`src/rtl/apb3_timer_pkg.sv`:
```
`default_nettype none
// ============================================================================
// Module   : apb3_timer_pkg
// Purpose  : Register map, CTRL bit positions and register-index type
//            shared by the APB3 timer.
// Revision : 1.0
// ============================================================================
package apb3_timer_pkg;

   localparam logic [7:0] OFF_LOAD     = 8'h00;
   localparam logic [7:0] OFF_VALUE    = 8'h04;
   localparam logic [7:0] OFF_CTRL     = 8'h08;
   localparam logic [7:0] OFF_PRESCALE = 8'h0C;
   localparam logic [7:0] OFF_RIS      = 8'h10;
   localparam logic [7:0] OFF_INTCLR   = 8'h14;

   localparam int CTRL_WIDTH    = 3;
   localparam int CTRL_EN_BIT   = 0;
   localparam int CTRL_MODE_BIT = 1;
   localparam int CTRL_IE_BIT   = 2;

   typedef enum logic [2:0] {
      REG_LOAD     = OFF_LOAD[4:2],
      REG_VALUE    = OFF_VALUE[4:2],
      REG_CTRL     = OFF_CTRL[4:2],
      REG_PRESCALE = OFF_PRESCALE[4:2],
      REG_RIS      = OFF_RIS[4:2],
      REG_INTCLR   = OFF_INTCLR[4:2],
      REG_RSVD6    = 3'd6,
      REG_RSVD7    = 3'd7
   } reg_idx_e;

endpackage
`default_nettype wire

```
`src/rtl/apb3_timer_prescaler.sv`:
```
`default_nettype none
// ============================================================================
// Module   : apb3_timer_prescaler
// Purpose  : Prescaler down-counter; emits a one-cycle tick when it hits 0
//            while enabled and reloads from PRESCALE on that same edge.
// Revision : 1.0
// ============================================================================
module apb3_timer_prescaler #(
   parameter int PRE_WIDTH = 8
) (
   input  logic                 clk_i,
   input  logic                 rst_i,
   input  logic                 en_i,
   input  logic                 reload_i,
   input  logic [PRE_WIDTH-1:0] prescale_i,
   output logic                 tick_o
);

   logic [PRE_WIDTH-1:0] cnt_q;
   logic [PRE_WIDTH-1:0] cnt_d;

   assign tick_o = en_i && (cnt_q == '0);

   always_comb begin
      cnt_d = cnt_q;
      if (reload_i || tick_o) begin
         cnt_d = prescale_i;
      end else if (en_i) begin
         cnt_d = cnt_q - PRE_WIDTH'(1);
      end
   end

   always_ff @(posedge clk_i) begin
      if (rst_i) begin
         cnt_q <= '0;
      end else begin
         cnt_q <= cnt_d;
      end
   end

endmodule
`default_nettype wire

```
`src/rtl/apb3_timer.sv`:
```
`default_nettype none
// ============================================================================
// Module   : apb3_timer
// Purpose  : APB3 down-counting timer with prescaler, one-shot/periodic mode
//            and a registered interrupt. Define APB3_TIMER_PSLVERR_EN to
//            flag invalid accesses on PSLVERR.
// Revision : 1.0
// ============================================================================
module apb3_timer
   import apb3_timer_pkg::*;
#(
   parameter int APB_DWIDTH = 32,
   parameter int CNT_WIDTH  = 32,
   parameter int PRE_WIDTH  = 8
) (
   input  logic                  PCLK,
   input  logic                  PRESET,
   input  logic                  PSEL,
   input  logic                  PENABLE,
   input  logic                  PWRITE,
   input  logic [7:0]            PADDR,
   input  logic [APB_DWIDTH-1:0] PWDATA,
   output logic [APB_DWIDTH-1:0] PRDATA,
   output logic                  PREADY,
   output logic                  PSLVERR,
   output logic                  TIMINT
);

   logic [CNT_WIDTH-1:0]  load_q, load_d;
   logic [CNT_WIDTH-1:0]  value_q, value_d;
   logic [CTRL_WIDTH-1:0] ctrl_q, ctrl_d;
   logic [PRE_WIDTH-1:0]  prescale_q, prescale_d;
   logic                  ris_q, ris_d;
   logic                  timint_q;

   reg_idx_e              idx;
   logic                  wr_en;
   logic                  load_wr;
   logic                  intclr;
   logic                  tick;
   logic                  expire;
   logic [APB_DWIDTH-1:0] rdata;
   logic                  unused_bits;

   assign idx     = reg_idx_e'(PADDR[4:2]);
   assign wr_en   = PSEL && PENABLE && PWRITE;
   assign load_wr = wr_en && (idx == REG_LOAD);
   assign intclr  = wr_en && (idx == REG_INTCLR) && PWDATA[0];
   // A LOAD write on a tick edge swallows that tick entirely.
   assign expire  = tick && !load_wr && (value_q == CNT_WIDTH'(1));

   apb3_timer_prescaler #(
      .PRE_WIDTH (PRE_WIDTH)
   ) u_prescaler (
      .clk_i      (PCLK),
      .rst_i      (PRESET),
      .en_i       (ctrl_q[CTRL_EN_BIT]),
      .reload_i   (load_wr),
      .prescale_i (prescale_q),
      .tick_o     (tick)
   );

   always_comb begin
      load_d     = load_q;
      value_d    = value_q;
      ctrl_d     = ctrl_q;
      prescale_d = prescale_q;
      if (load_wr) begin
         value_d = PWDATA[CNT_WIDTH-1:0];
      end else if (tick) begin
         if (value_q > CNT_WIDTH'(1)) begin
            value_d = value_q - CNT_WIDTH'(1);
         end else if (ctrl_q[CTRL_MODE_BIT]) begin
            value_d = load_q;
         end else if (value_q == CNT_WIDTH'(1)) begin
            value_d             = '0;
            ctrl_d[CTRL_EN_BIT] = 1'b0;
         end
      end
      // A software CTRL write wins over the one-shot auto-disable.
      if (wr_en) begin
         case (idx)
            REG_LOAD:     load_d     = PWDATA[CNT_WIDTH-1:0];
            REG_CTRL:     ctrl_d     = PWDATA[CTRL_WIDTH-1:0];
            REG_PRESCALE: prescale_d = PWDATA[PRE_WIDTH-1:0];
            default:      ;
         endcase
      end
      ris_d = expire || (ris_q && !intclr);
   end

   always_ff @(posedge PCLK) begin
      if (PRESET) begin
         load_q     <= '0;
         value_q    <= '0;
         ctrl_q     <= '0;
         prescale_q <= '0;
         ris_q      <= 1'b0;
         timint_q   <= 1'b0;
      end else begin
         load_q     <= load_d;
         value_q    <= value_d;
         ctrl_q     <= ctrl_d;
         prescale_q <= prescale_d;
         ris_q      <= ris_d;
         timint_q   <= ris_q && ctrl_q[CTRL_IE_BIT];
      end
   end

   always_comb begin
      rdata = '0;
      if (PSEL && !PWRITE && !PRESET) begin
         case (idx)
            REG_LOAD:     rdata[CNT_WIDTH-1:0]  = load_q;
            REG_VALUE:    rdata[CNT_WIDTH-1:0]  = value_q;
            REG_CTRL:     rdata[CTRL_WIDTH-1:0] = ctrl_q;
            REG_PRESCALE: rdata[PRE_WIDTH-1:0]  = prescale_q;
            REG_RIS:      rdata[0]              = ris_q;
            default:      ;
         endcase
      end
   end

`ifdef APB3_TIMER_PSLVERR_EN
   assign PSLVERR = PSEL && PENABLE && !PRESET &&
                    ((idx == REG_RSVD6) || (idx == REG_RSVD7) ||
                     (PWRITE && ((idx == REG_VALUE) || (idx == REG_RIS))));
`else
   assign PSLVERR = 1'b0;
`endif

   assign PRDATA      = rdata;
   assign PREADY      = 1'b1;
   assign TIMINT      = timint_q;
   assign unused_bits = ^{PADDR[7:5], PADDR[1:0], PWDATA};

endmodule
`default_nettype wire
```
`config.mk`:
```
export PLATFORM = sky130hd
export DESIGN_NAME = apb3_timer
export DESIGN_NICKNAME = d
export VERILOG_FILES = /design/src/rtl/apb3_timer_pkg.sv /design/src/rtl/apb3_timer_prescaler.sv /design/src/rtl/apb3_timer.sv
export SDC_FILE = /design/constraint.sdc
export NUM_CORES = 1
export LEC_CHECK = 0
export CAP_MARGIN = 20
export CORE_UTILIZATION = 35
export CTS_CLUSTER_DIAMETER = 60
export DETAILED_ROUTE_END_ITERATION = 8
export SYNTH_ARGS = -nofsm -noshare
export SYNTH_HDL_FRONTEND = slang
export SYNTH_SLANG_ARGS = --single-unit
```
`constraint.sdc`:
```
create_clock -name PCLK -period 8.5 [get_ports PCLK]
set_clock_uncertainty 0.1 [all_clocks]
set_input_delay 1.7 -clock PCLK [delete_from_list [all_inputs] [get_ports PCLK]]
set_output_delay 1.7 -clock PCLK [all_outputs]
set_load 0.01 [all_outputs]
```
; ---- After elaboration in Yosys (flattened, before gate mapping)
; Cells that the tools add are included.
; W data, S select, Z words.
[totals]
wordCells = 63
input_bits = 45
ff_bits = 85
[classes]
reduce_logical = 27
n_eq_ne = 6
n_mux = 19
add_sub_neg = 2
n_lt_le_gt_ge = 1
[ops]
columns = operator, n
row1 = $mux W32, 6
row2 = $pmux W24 S2, 1
row3 = $eq A32 B1 Y1 const B, 1
row4 = $gt A32 B1 Y1 const B, 1
row5 = $sub A32 B1 Y32 const B, 1
row6 = $mux W8, 2
row7 = $pmux W5 S3, 1
row8 = $logic_and A1 B1 Y1, 12
row9 = $logic_not A8 Y1, 1
row10 = $pmux W2 S4, 1
row11 = $reduce_and A2 Y1, 4
row12 = $sub A8 B1 Y8 const B, 1
row13 = $mux W1, 7
row14 = $eq A3 B2 Y1 const B, 2
row15 = $eq A3 B3 Y1 const B, 2
row16 = $pmux W1 S5, 1
row17 = $logic_not A1 Y1, 4
row18 = $reduce_bool A2 Y1, 2
row19 = $reduce_bool A4 Y1, 1
row20 = $eq A3 B1 Y1 const B, 1
row21 = $logic_not A3 Y1, 1
row22 = $logic_or A1 B1 Y1, 2

; ---- Depth between registers and ports, before layout
; Gate-level depths: netlist of the first run.
[depth]
word_depth = 8
mapped_depth = 10
ltp_nobuf = 8

; ---- Modules after synthesis
; From an unflattened synthesis of the first run, not the netlist that was laid out.
[hier_totals]
cells_unflattened = 658
hier_area_um2 = 5047.3
[modules_own_cells]
columns = mod, area_per_inst_um2, n_inst, cells_per_inst
row1 = apb3_timer, 4505.6, 1, 601
row2 = apb3_timer_prescaler, 541.8, 1, 57

; ---- Worst setup path after synthesis of the first run
; Ideal clock, no wire load.
[synth_timing]
kind = input to output
from = input PADDR[3]
to = output PRDATA[11]
path_slack_ns = 3.646
arrival_ns = 3.054
path_stages = 5
n_path_buf = 2
path_cell_list = clkbuf_1 > nor3b_1 > clkbuf_1 > a22oi_1 > nor2_1
[synth_via]
elab_chain_len = 3
word_cells_on_any_way = 4
cone_classes = eq/ne (1) / mux (2) / reduce/logical (1)
[synth_rtl]
columns = item, line_no
row1 = "start, declared", apb3_timer.sv:21  ; input logic [7:0] PADDR,
row2 = $eq A3 B1 Y1 / $logic_not A3 Y1 (equally long branches), apb3_timer.sv:113  ; case (idx)
row3 = $pmux W24 S2 *, apb3_timer.sv:113
row4 = $mux W32 *, apb3_timer.sv:112  ; if (PSEL && !PWRITE && !PRESET) begin
row5 = "end, declared", apb3_timer.sv:23  ; output logic [APB_DWIDTH-1:0] PRDATA,
; Every way passes the cells marked *; elsewhere a longest branch is shown, timed or not.

; ---- Worst setup path after layout of the first run
[layout_timing]
from = input PADDR[2]
to = output PRDATA[30]
; Same word-level chain as after synthesis.

==> results of run 1 <==
==> critical path, cell delays in order <==
cell	delay, ps
clkdlybuf4s50_1	760
nor3_2	710
buf_6	240
buf_4	280
a22oi_1	100
nor2_1	130
clkdlybuf4s50_1	580
==> cell families after synthesis <==
family          Yosys count  synth area share, %
compound gates          214                27.66
buf+inv                  70                5.788
mux                      20                4.073
simple gates            311                28.73
xor+xnor                  3               0.5003
flops                    85                32.40
other cells               2               0.1430
fa+ha+maj                 3               0.7147
==> layer usage <==
metal	global-route usage (%)	vias up	share of wire, %
met4	12.05	0	2.6
met5	0	-	0
met3	3.608	36	6.1
met1	30.72	2746	45
met2	37.44	223	46
li1	-	2686	-
==> how the worst max path moves through the flow <==
| stage | from | endpoint | slack (ps) | depth (start not counted) |
|---|---|---|---|---|
| after floorplan | PADDR[3] | PRDATA[11] | 3650 | 5 |
| after global placement | PADDR[2] | PRDATA[2] | 1880 | 6 |
| after detailed placement | PADDR[2] | PRDATA[30] | 2190 | 7 |
| after CTS | PADDR[2] | PRDATA[30] | 2200 | 7 |
| after global routing | PADDR[2] | PRDATA[29] | 2070 | 7 |
| final | PADDR[2] | PRDATA[30] | 2190 | 7 |
==> registers in the layout, indices dropped and copies added (netlist names) <==
register / count
load_q: 32
value_q: 32
prescale_q: 8
u_prescaler.cnt_q: 8
ctrl_q: 3
TIMINT: 1
ris_q: 1
==> power by group <==
part | switching (mW) | internal (mW)
clock network | 0.170 | 0.241
logic | 0.201 | 0.113
registers | 0.00752 | 0.403
total | 0.379 | 0.758
==> metrics by stage <==
step / std cells / setup slack, ps / total power [mW] / hold slack (ps) / util, %
final: 934 / 2193 / 1.137 / 370.6 / 43.53
after global routing: 934 / 2073 / 1.183 / 386.9 / 43.53
after CTS: 934 / 2200 / 1.139 / 372.6 / 43.53
after detailed placement: 919 / 2188 / 0.7274 / 363.7 / 41.48
after global placement: 917 / 1884 / 0.7253 / 356.5 / 41.32
after floorplan: 708 / 3646 / 0.6511 / 344.6 / -
==> placed cells by master (no fill, tap or decap), types with 5 or more instances in the layout <==
cell,instances
nand2_1,106
nor2_1,91
dfxtp_1,85
a21oi_1,71
clkdlybuf4s50_1,71
a22oi_1,29
o21ai_0,27
nand3_1,23
mux2i_1,18
nor3_1,17
inv_1,14
nor4_1,12
a221oi_1,9
clkbuf_16,9
buf_4,9
a32o_1,8
nand2b_1,6
and3_1,6
o32ai_1,6
o2bb2ai_1,6
a31oi_1,6
o211ai_1,6
o22ai_1,5
==> area by class of cell <==
cell class	count	share of cell area (%)
Clock inverter	4	0.7486
Tap cell	184	3.625
Sequential cell	85	26.79
Timing Repair Buffer	83	12.69
Clock buffer	11	3.980
Inverter	14	0.8274
Multi-Input combinational cell	553	51.34
==> flow_summary_export.csv, run 1 <==
group,metric,value,unit
synth,yosysTopAreaCellShare,32.40,%
setup_path,end_kind,"output pin",
synth,synth_area_leaders,"dfxtp_1 32%, nand2_1 7.6%, a21oi_1 6.8%",
detailed_routing,firstDrtPassIters,5,
synth,synth_top_flop_cell,"dfxtp_1",
global_routing,grt_pass1_wl,29.38,mm
synth,synth.distinct_cells,73,
clock_tree,clkTransAtPathRegs,60,ps
clock_tree,cts_buffers,9,
timing,slew-limit-headroom,30.72,%
worst_hold_path,min_to,"u_prescaler.cnt_q[1]$_SDFFE_PP0P_",
synth,yosys-top-cells-count,"107 x nand2_1, 91 x nor2_1, 85 x dfxtp_1",
worst_hold_path,hold_depth,2,
detailed_routing,vias,5691,
placed_design,placed_cell_area,6051,µm²
timing,finalHoldViolCount,0,
floorplanning,num_io_pins,80,
worst_hold_path,hold_class,"flop to flop",
outcome,status,"completed",
clock_tree,clockBufferDepth,2,
clock_tree,ctsHoldBuffers,0,
layout,multi_input_area,3261,µm²
synth,syn_nets,756,
synth,yosysTopAreaCell,"dfxtp_1",
timing,drv_slew,0,
synth,ys_async_sr_fraction,0,%
global_routing,grt_use_total,23.53,%
setup_path,crit_arrival,4510,ps
power,ir_drop,0.1147,mV
clock_tree,cts_sinks,85,
synth,synth.most_common_cell,"nand2_1",
detailed_routing,wl,18.05,mm
floorplanning,start_util,36.00,%
timing,fmax,158.6,MHz
placed_design,place_congestion,0.8517,
synth,ys_warn_count,0,
floorplanning,core,14590,µm²
global_routing,grt_max_degree,72,
global_routing,grt.overflow.total,0,
floorplanning,fp.dieH,124.5,µm
placed_design,dp_hpwl,12.04,mm
global_routing,grt_pass1_vias,5565,
clock_tree,cts.htree.levels,3,
detailed_routing,drtIter0Drc,607,
power,power_density,179.0,nW/µm²
clock_tree,cts_tree,"done",
detailed_routing,drc_errors,0,
clock_tree,post-cts-setup-buffers,0,
synth,synth_edf_count,0,
setup_path,ff2ff_setup_slack,4660,ps
layout,fill_cells,1460,
run,drv_cap,0,
timing,period_needed,6307,ps
synth,syn_avg_cell_area,7.419,µm²
floorplanning,die-area,15500,µm²
setup_path,cp_max_fo,18,
timing,worstMarginPinSlew,1037,ps
detailed_routing,ant_nets,0,
layout,seqCellArea,1702,µm²
floorplanning,fp-row-count,44,
floorplanning,fp.dieW,124.5,µm
setup_path,reg2reg_to,"value_q[23]$_SDFFE_PP0P_",
setup_path,path_class,"input pin to output pin",
setup_path,worst_r2r_startpoint,"value_q[8]$_SDFFE_PP0P_",
synth,synth_area,5253,µm²
clock_tree,postCtsResizedCells,0,
layout,num_antenna_cells,0,
timing,rsz0062_at_grt,"false",
detailed_routing,viasPerCell,6.093,
power,leakagePower,2.183,nW
timing,period_share,74.20,%
layout,drive_gt1_share,7.200,%
layout,area_delta_synth_final,20.91,%
timing,fin_tns_setup,0,ps
synth,synth_seq_area_share,32.40,%
placed_design,io_buffer_count,72,
layout,fin_area,6351,µm²
layout,nNetsFinal,794,
synth,synth_cells,708,
setup_path,rr_worst_depth,6,
setup_path,required,6700,ps
setup_path,setup.worst_path.start_class,"input pin",
clock_tree,clockRootBuffer,"clkbuf_16",
timing,setup_viol,0,
synth,synth_seq_cells,85,
worst_hold_path,hp-start,"u_prescaler.cnt_q[1]$_SDFFE_PP0P_",
detailed_routing,wire_per_inst,19.32,µm
clock_tree,clock_latency,360,ps
global_routing,antenna_found_initial,0,
Power figures use the tool's default switching activity.
==> run 2, diff against run 1 <==
==> constraint.sdc (replaced) <==
create_clock -name PCLK -period 5.8 [get_ports PCLK]
set_clock_uncertainty 0.1 [all_clocks]
set_input_delay 1.16 -clock PCLK [delete_from_list [all_inputs] [get_ports PCLK]]
set_output_delay 1.16 -clock PCLK [all_outputs]
set_load 0.01 [all_outputs]
==> flow_summary_export.csv, run 2 (synthesized netlist as in run 1, its figures left out) <==
group,metric,value,unit
global_routing,antenna_found_initial,0,
global_routing,grt_pass1_vias,5443,
outcome,status,"completed",
detailed_routing,vias,5722,
timing,worstMarginPinSlew,1000,ps
timing,drv_slew,0,
placed_design,io_buffer_count,72,
clock_tree,cts_buffers,9,
timing,period_share,83.16,%
power,leakagePower,2.214,nW
timing,fin_ws,977.0,ps
layout,nNetsFinal,798,
clock_tree,clockBufferDepth,2,
setup_path,cp_max_fo,15,
timing,setup_viol,0,
floorplanning,core,14590,µm²
timing,period_needed,4823,ps
layout,area_delta_synth_final,21.84,%
detailed_routing,drtIter0Drc,751,
timing,fmax,207.3,MHz
floorplanning,num_io_pins,80,
global_routing,grt_pass1_wl,29.09,mm
detailed_routing,ant_nets,0,
setup_path,crit_arrival,3560,ps
clock_tree,cts_sinks,85,
clock_tree,cts.htree.levels,3,
floorplanning,die-area,15500,µm²
clock_tree,clock_latency,350,ps
layout,drive_gt1_share,7.682,%
placed_design,dpl_worst_slack,967.0,ps
timing,slew-limit-headroom,33.07,%
setup_path,setup.worst_path.start_class,"input pin",
layout,largestRegisters,"load_q (32), value_q (32)",
clock_tree,clockRootBuffer,"clkbuf_16",
detailed_routing,firstDrtPassIters,7,
setup_path,end_kind,"output pin",
timing,finalHoldViolCount,0,
setup_path,required,4540,ps
floorplanning,start_util,36.00,%
global_routing,grt_use_total,23.34,%
layout,final_common_cell,"nand2_1",
detailed_routing,wire_per_inst,19.59,µm
worst_hold_path,hold_class,"flop to flop",
global_routing,grt.overflow.total,0,
setup_path,path_class,"input pin to output pin",
placed_design,place_congestion,0.8701,
run,drv_cap,0,
layout,num_antenna_cells,0,
detailed_routing,viasPerCell,6.094,
clock_tree,postCtsResizedCells,0,
floorplanning,fp.dieW,124.5,µm
global_routing,grt_max_degree,72,
power,ir_drop,0.1482,mV
placed_design,dp_hpwl,12.15,mm
clock_tree,ctsHoldBuffers,0,
layout,final_cell_mix,"106 x nand2_1, 91 x nor2_1, 85 x dfxtp_1",
timing,fin_tns_setup,0,ps
floorplanning,fp-row-count,44,
clock_tree,clkTransAtPathRegs,60,ps
clock_tree,post-cts-setup-buffers,0,
detailed_routing,drc_errors,0,
timing,rsz0062_at_grt,"false",
floorplanning,fp.dieH,124.5,µm
power,power_density,268.3,nW/µm²
detailed_routing,wl,18.40,mm
clock_tree,cts_tree,"done",
-- run 2: changes by cell type in the layout (fill, tap and decap cells not counted), sizes merged --
| cell | delta |
|---|---|
| buf | +4 |
| bufinv | +1 |
| clkbuf | +1 |
| clkinvlp | -1 |
-- run 2: per-stage QoR --
stage | power [mW] | cells | utilization (%) | hold slack, ps | area (µm²)
after detailed placement | 1.075 | 923 | 41.63 | 360.6 | 6073
final | 1.717 | 939 | 43.87 | 367.1 | 6400
after global routing | 1.786 | 939 | 43.87 | 394.4 | 6400
after global placement | 1.070 | 923 | 41.63 | 357.4 | 6073
after CTS | 1.713 | 939 | 43.87 | 369.2 | 6400
after floorplan | 0.9542 | 708 | - | 344.6 | 5253
-- run 2: layout make-up --
cell class,instances,area [µm²]
Tap cell,184,230.2
Sequential cell,85,1702
Clock buffer,12,256.5
Fill cell,1446,8189
Multi-Input combinational cell,553,3261
Inverter,14,52.55
Clock inverter,4,70.07
Timing Repair Buffer,87,828.3
-- run 2: critical path, cell delays in order --
cell	delay, ps
clkdlybuf4s50_1	920
nor3b_2	340
buf_4	290
a221oi_1	130
nor2_1	150
clkdlybuf4s50_1	560
-- run 2: worst paths after layout --
kind	startpoint	to	slack (ps)	depth (start not counted)
worst max-delay path	PADDR[2]	PRDATA[2]	980	6
worst max register to register	value_q[4]$_SDFFE_PP0P_	value_q[8]$_SDFFE_PP0P_	2010	6
worst min register to register	u_prescaler.cnt_q[1]$_SDFFE_PP0P_	u_prescaler.cnt_q[1]$_SDFFE_PP0P_	370	2
worst min-delay path	u_prescaler.cnt_q[1]$_SDFFE_PP0P_	u_prescaler.cnt_q[1]$_SDFFE_PP0P_	370	2
-- run 2: per-layer routing --
metal,up-vias,GRT usage (%),wire (µm)
li1,2682,-,-
met1,2730,31.66,8319
met2,278,36.89,8347
met3,32,4.338,1405
met4,0,8.079,323
met5,-,0,0
-- run 2: power by group --
part / internal [mW] / switching, mW
logic: 0.171 / 0.302
clock network: 0.400 / 0.243
registers: 0.591 / 0.0110
total: 1.16 / 0.556
==> run 3, diff against run 2 <==
==> constraint.sdc (replaced) <==
create_clock -name PCLK -period 3.9 [get_ports PCLK]
set_clock_uncertainty 0.1 [all_clocks]
set_input_delay 0.78 -clock PCLK [delete_from_list [all_inputs] [get_ports PCLK]]
set_output_delay 0.78 -clock PCLK [all_outputs]
set_load 0.01 [all_outputs]
==> flow_summary_export.csv, run 3 (synthesized netlist as in run 1, its figures left out) <==
group,metric,value,unit
layout,fin_area,6554,µm²
timing,slew-limit-headroom,44.64,%
placed_design,dp_hpwl,12.65,mm
clock_tree,clockRootBuffer,"clkbuf_16",
clock_tree,post-cts-setup-buffers,0,
timing,finalHoldViolCount,0,
placed_design,place_congestion,0.8568,
power,ir_drop,0.2225,mV
setup_path,end_kind,"output pin",
setup_path,required,3020,ps
layout,drive_gt1_share,10.30,%
clock_tree,clockBufferDepth,2,
detailed_routing,wire_per_inst,19.16,µm
floorplanning,start_util,36.00,%
layout,final_common_cell,"nand2_1",
timing,worstMarginPinSlew,830.3,ps
clock_tree,cts_buffers,9,
floorplanning,fp.dieH,124.5,µm
clock_tree,cts_sinks,85,
global_routing,grt.overflow.total,0,
detailed_routing,firstDrtPassIters,5,
timing,drv_slew,0,
power,p_int,1.679,mW
layout,final_cell_count_no_fill,961,
setup_path,rr_worst_depth,6,
power,leakagePower,2.312,nW
floorplanning,num_io_pins,80,
timing,setup_viol,0,
clock_tree,cts_tree,"done",
detailed_routing,drc_errors,0,
timing,fin_tns_setup,0,ps
floorplanning,fp-row-count,44,
setup_path,cp_slowest_cell,"clkdlybuf4s50_1",
clock_tree,cts.htree.levels,3,
global_routing,antenna_found_initial,0,
outcome,status,"completed",
timing,period_needed,3705,ps
setup_path,crit_path_cell_trace,"clkdlybuf4s50_1 -> nor3_2 -> buf_12 -> a22oi_1 -> nor2_1 -> clkdlybuf4s50_1",
layout,largestRegisters,"load_q (32), value_q (32)",
setup_path,slowest_delay,630,ps
timing,rsz0062_at_grt,"false",
placed_design,dp.cells,945,
detailed_routing,viasPerCell,6.053,
power,p_clk_share,35.3,%
global_routing,grt_max_degree,72,
setup_path,path_class,"input pin to output pin",
setup_path,setup.worst_path.start_class,"input pin",
layout,final_cell_mix,"106 x nand2_1, 91 x nor2_1, 85 x dfxtp_1",
setup_path,cpMostUsedCell,"clkdlybuf4s50_1",
clock_tree,ctsHoldBuffers,0,
detailed_routing,vias,5817,
clock_tree,clkTransAtPathRegs,60,ps
power,p_switching,0.8549,mW
placed_design,placed_cell_area,6251,µm²
layout,area_delta_synth_final,24.77,%
power,power_density,386.6,nW/µm²
global_routing,grt_use_total,23.94,%
timing,fmax,269.9,MHz
power,power,2.534,mW
floorplanning,die-area,15500,µm²
global_routing,grt_pass1_vias,5705,
detailed_routing,ant_nets,0,
detailed_routing,wl,18.41,mm
clock_tree,postCtsResizedCells,0,
floorplanning,core,14590,µm²
floorplanning,fp.dieW,124.5,µm
power,switching_share,33.74,%
layout,num_antenna_cells,0,
power,p_comb_share,29.4,%
detailed_routing,drtIter0Drc,702,
worst_hold_path,hold_class,"flop to flop",
timing,period_share,94.99,%
placed_design,io_buffer_count,72,
power,sequentialPowerShare,35.3,%
setup_path,crit_arrival,2820,ps
worst_hold_path,hold_depth,2,
setup_path,cp_max_fo,32,
global_routing,grt_pass1_wl,29.59,mm
clock_tree,clock_latency,360,ps
run,drv_cap,0,
layout,nNetsFinal,820,
==> run 3: changes by cell type in the layout (fill, tap and decap cells not counted), sizes merged <==
cell,delta
buf,+22
bufinv,-1
clkbuf,-1
clkinv,+1
clkinvlp,+1
==> run 3: area by class of cell <==
class                           instances  area [µm²]
Clock inverter                          5       60.06
Fill cell                            1467        8035
Timing Repair Buffer                  109        1006
Clock buffer                           11       242.7
Multi-Input combinational cell        553        3261
Tap cell                              184       230.2
Inverter                               14       52.55
Sequential cell                        85        1702
==> run 3: stage by stage <==
stage | hold slack, ps | utilization, % | setup WS (ps)
3_5_place_dp | 364.8 | 42.85 | 185.5
3_3_place_gp | 356.7 | 42.85 | 187.4
5_1_grt | 395.8 | 44.92 | 64.07
4_1_cts | 373.9 | 44.92 | 177.6
2_1_floorplan | 344.6 | - | 886.0
6_report | 372.6 | 44.92 | 195.4
==> run 3: metal layers <==
metal / global-route usage [%] / up-vias / share of wire, %
met5: 0 / - / 0
met4: 12.62 / 0 / 2.8
met3: 3.651 / 43 / 7.2
met2: 37.57 / 258 / 45
met1: 31.56 / 2790 / 45
li1: - / 2726 / -
==> run 3: power by group through the flow <==
stage	clock network [mW]	registers [mW]	logic (mW)
3_3_place_gp	0	0.914	0.710
3_5_place_dp	0	0.914	0.726
6_report	0.894	0.895	0.745
2_1_floorplan	0	0.909	0.510
4_1_cts	0.909	0.894	0.729
5_1_grt	0.943	0.897	0.806
==> run 3: worst max-delay path, delay by kind of cell <==
family	cells	cell delay [ps]
buffers and inverters	3	1420
and+or+nand+nor	2	480
AOI/OAI and AO/OA	1	130
==> run 3: final timing paths <==
| path | start | slack (ps) | endpoint |
|---|---|---|---|
| worst max-delay path | PADDR[3] | 200 | PRDATA[15] |
| worst min-delay path | load_q[3]$_SDFFE_PP0P_ | 370 | load_q[3]$_SDFFE_PP0P_ |
| worst max register to register | value_q[16]$_SDFFE_PP0P_ | 630 | value_q[23]$_SDFFE_PP0P_ |
| worst min register to register | load_q[3]$_SDFFE_PP0P_ | 370 | load_q[3]$_SDFFE_PP0P_ |
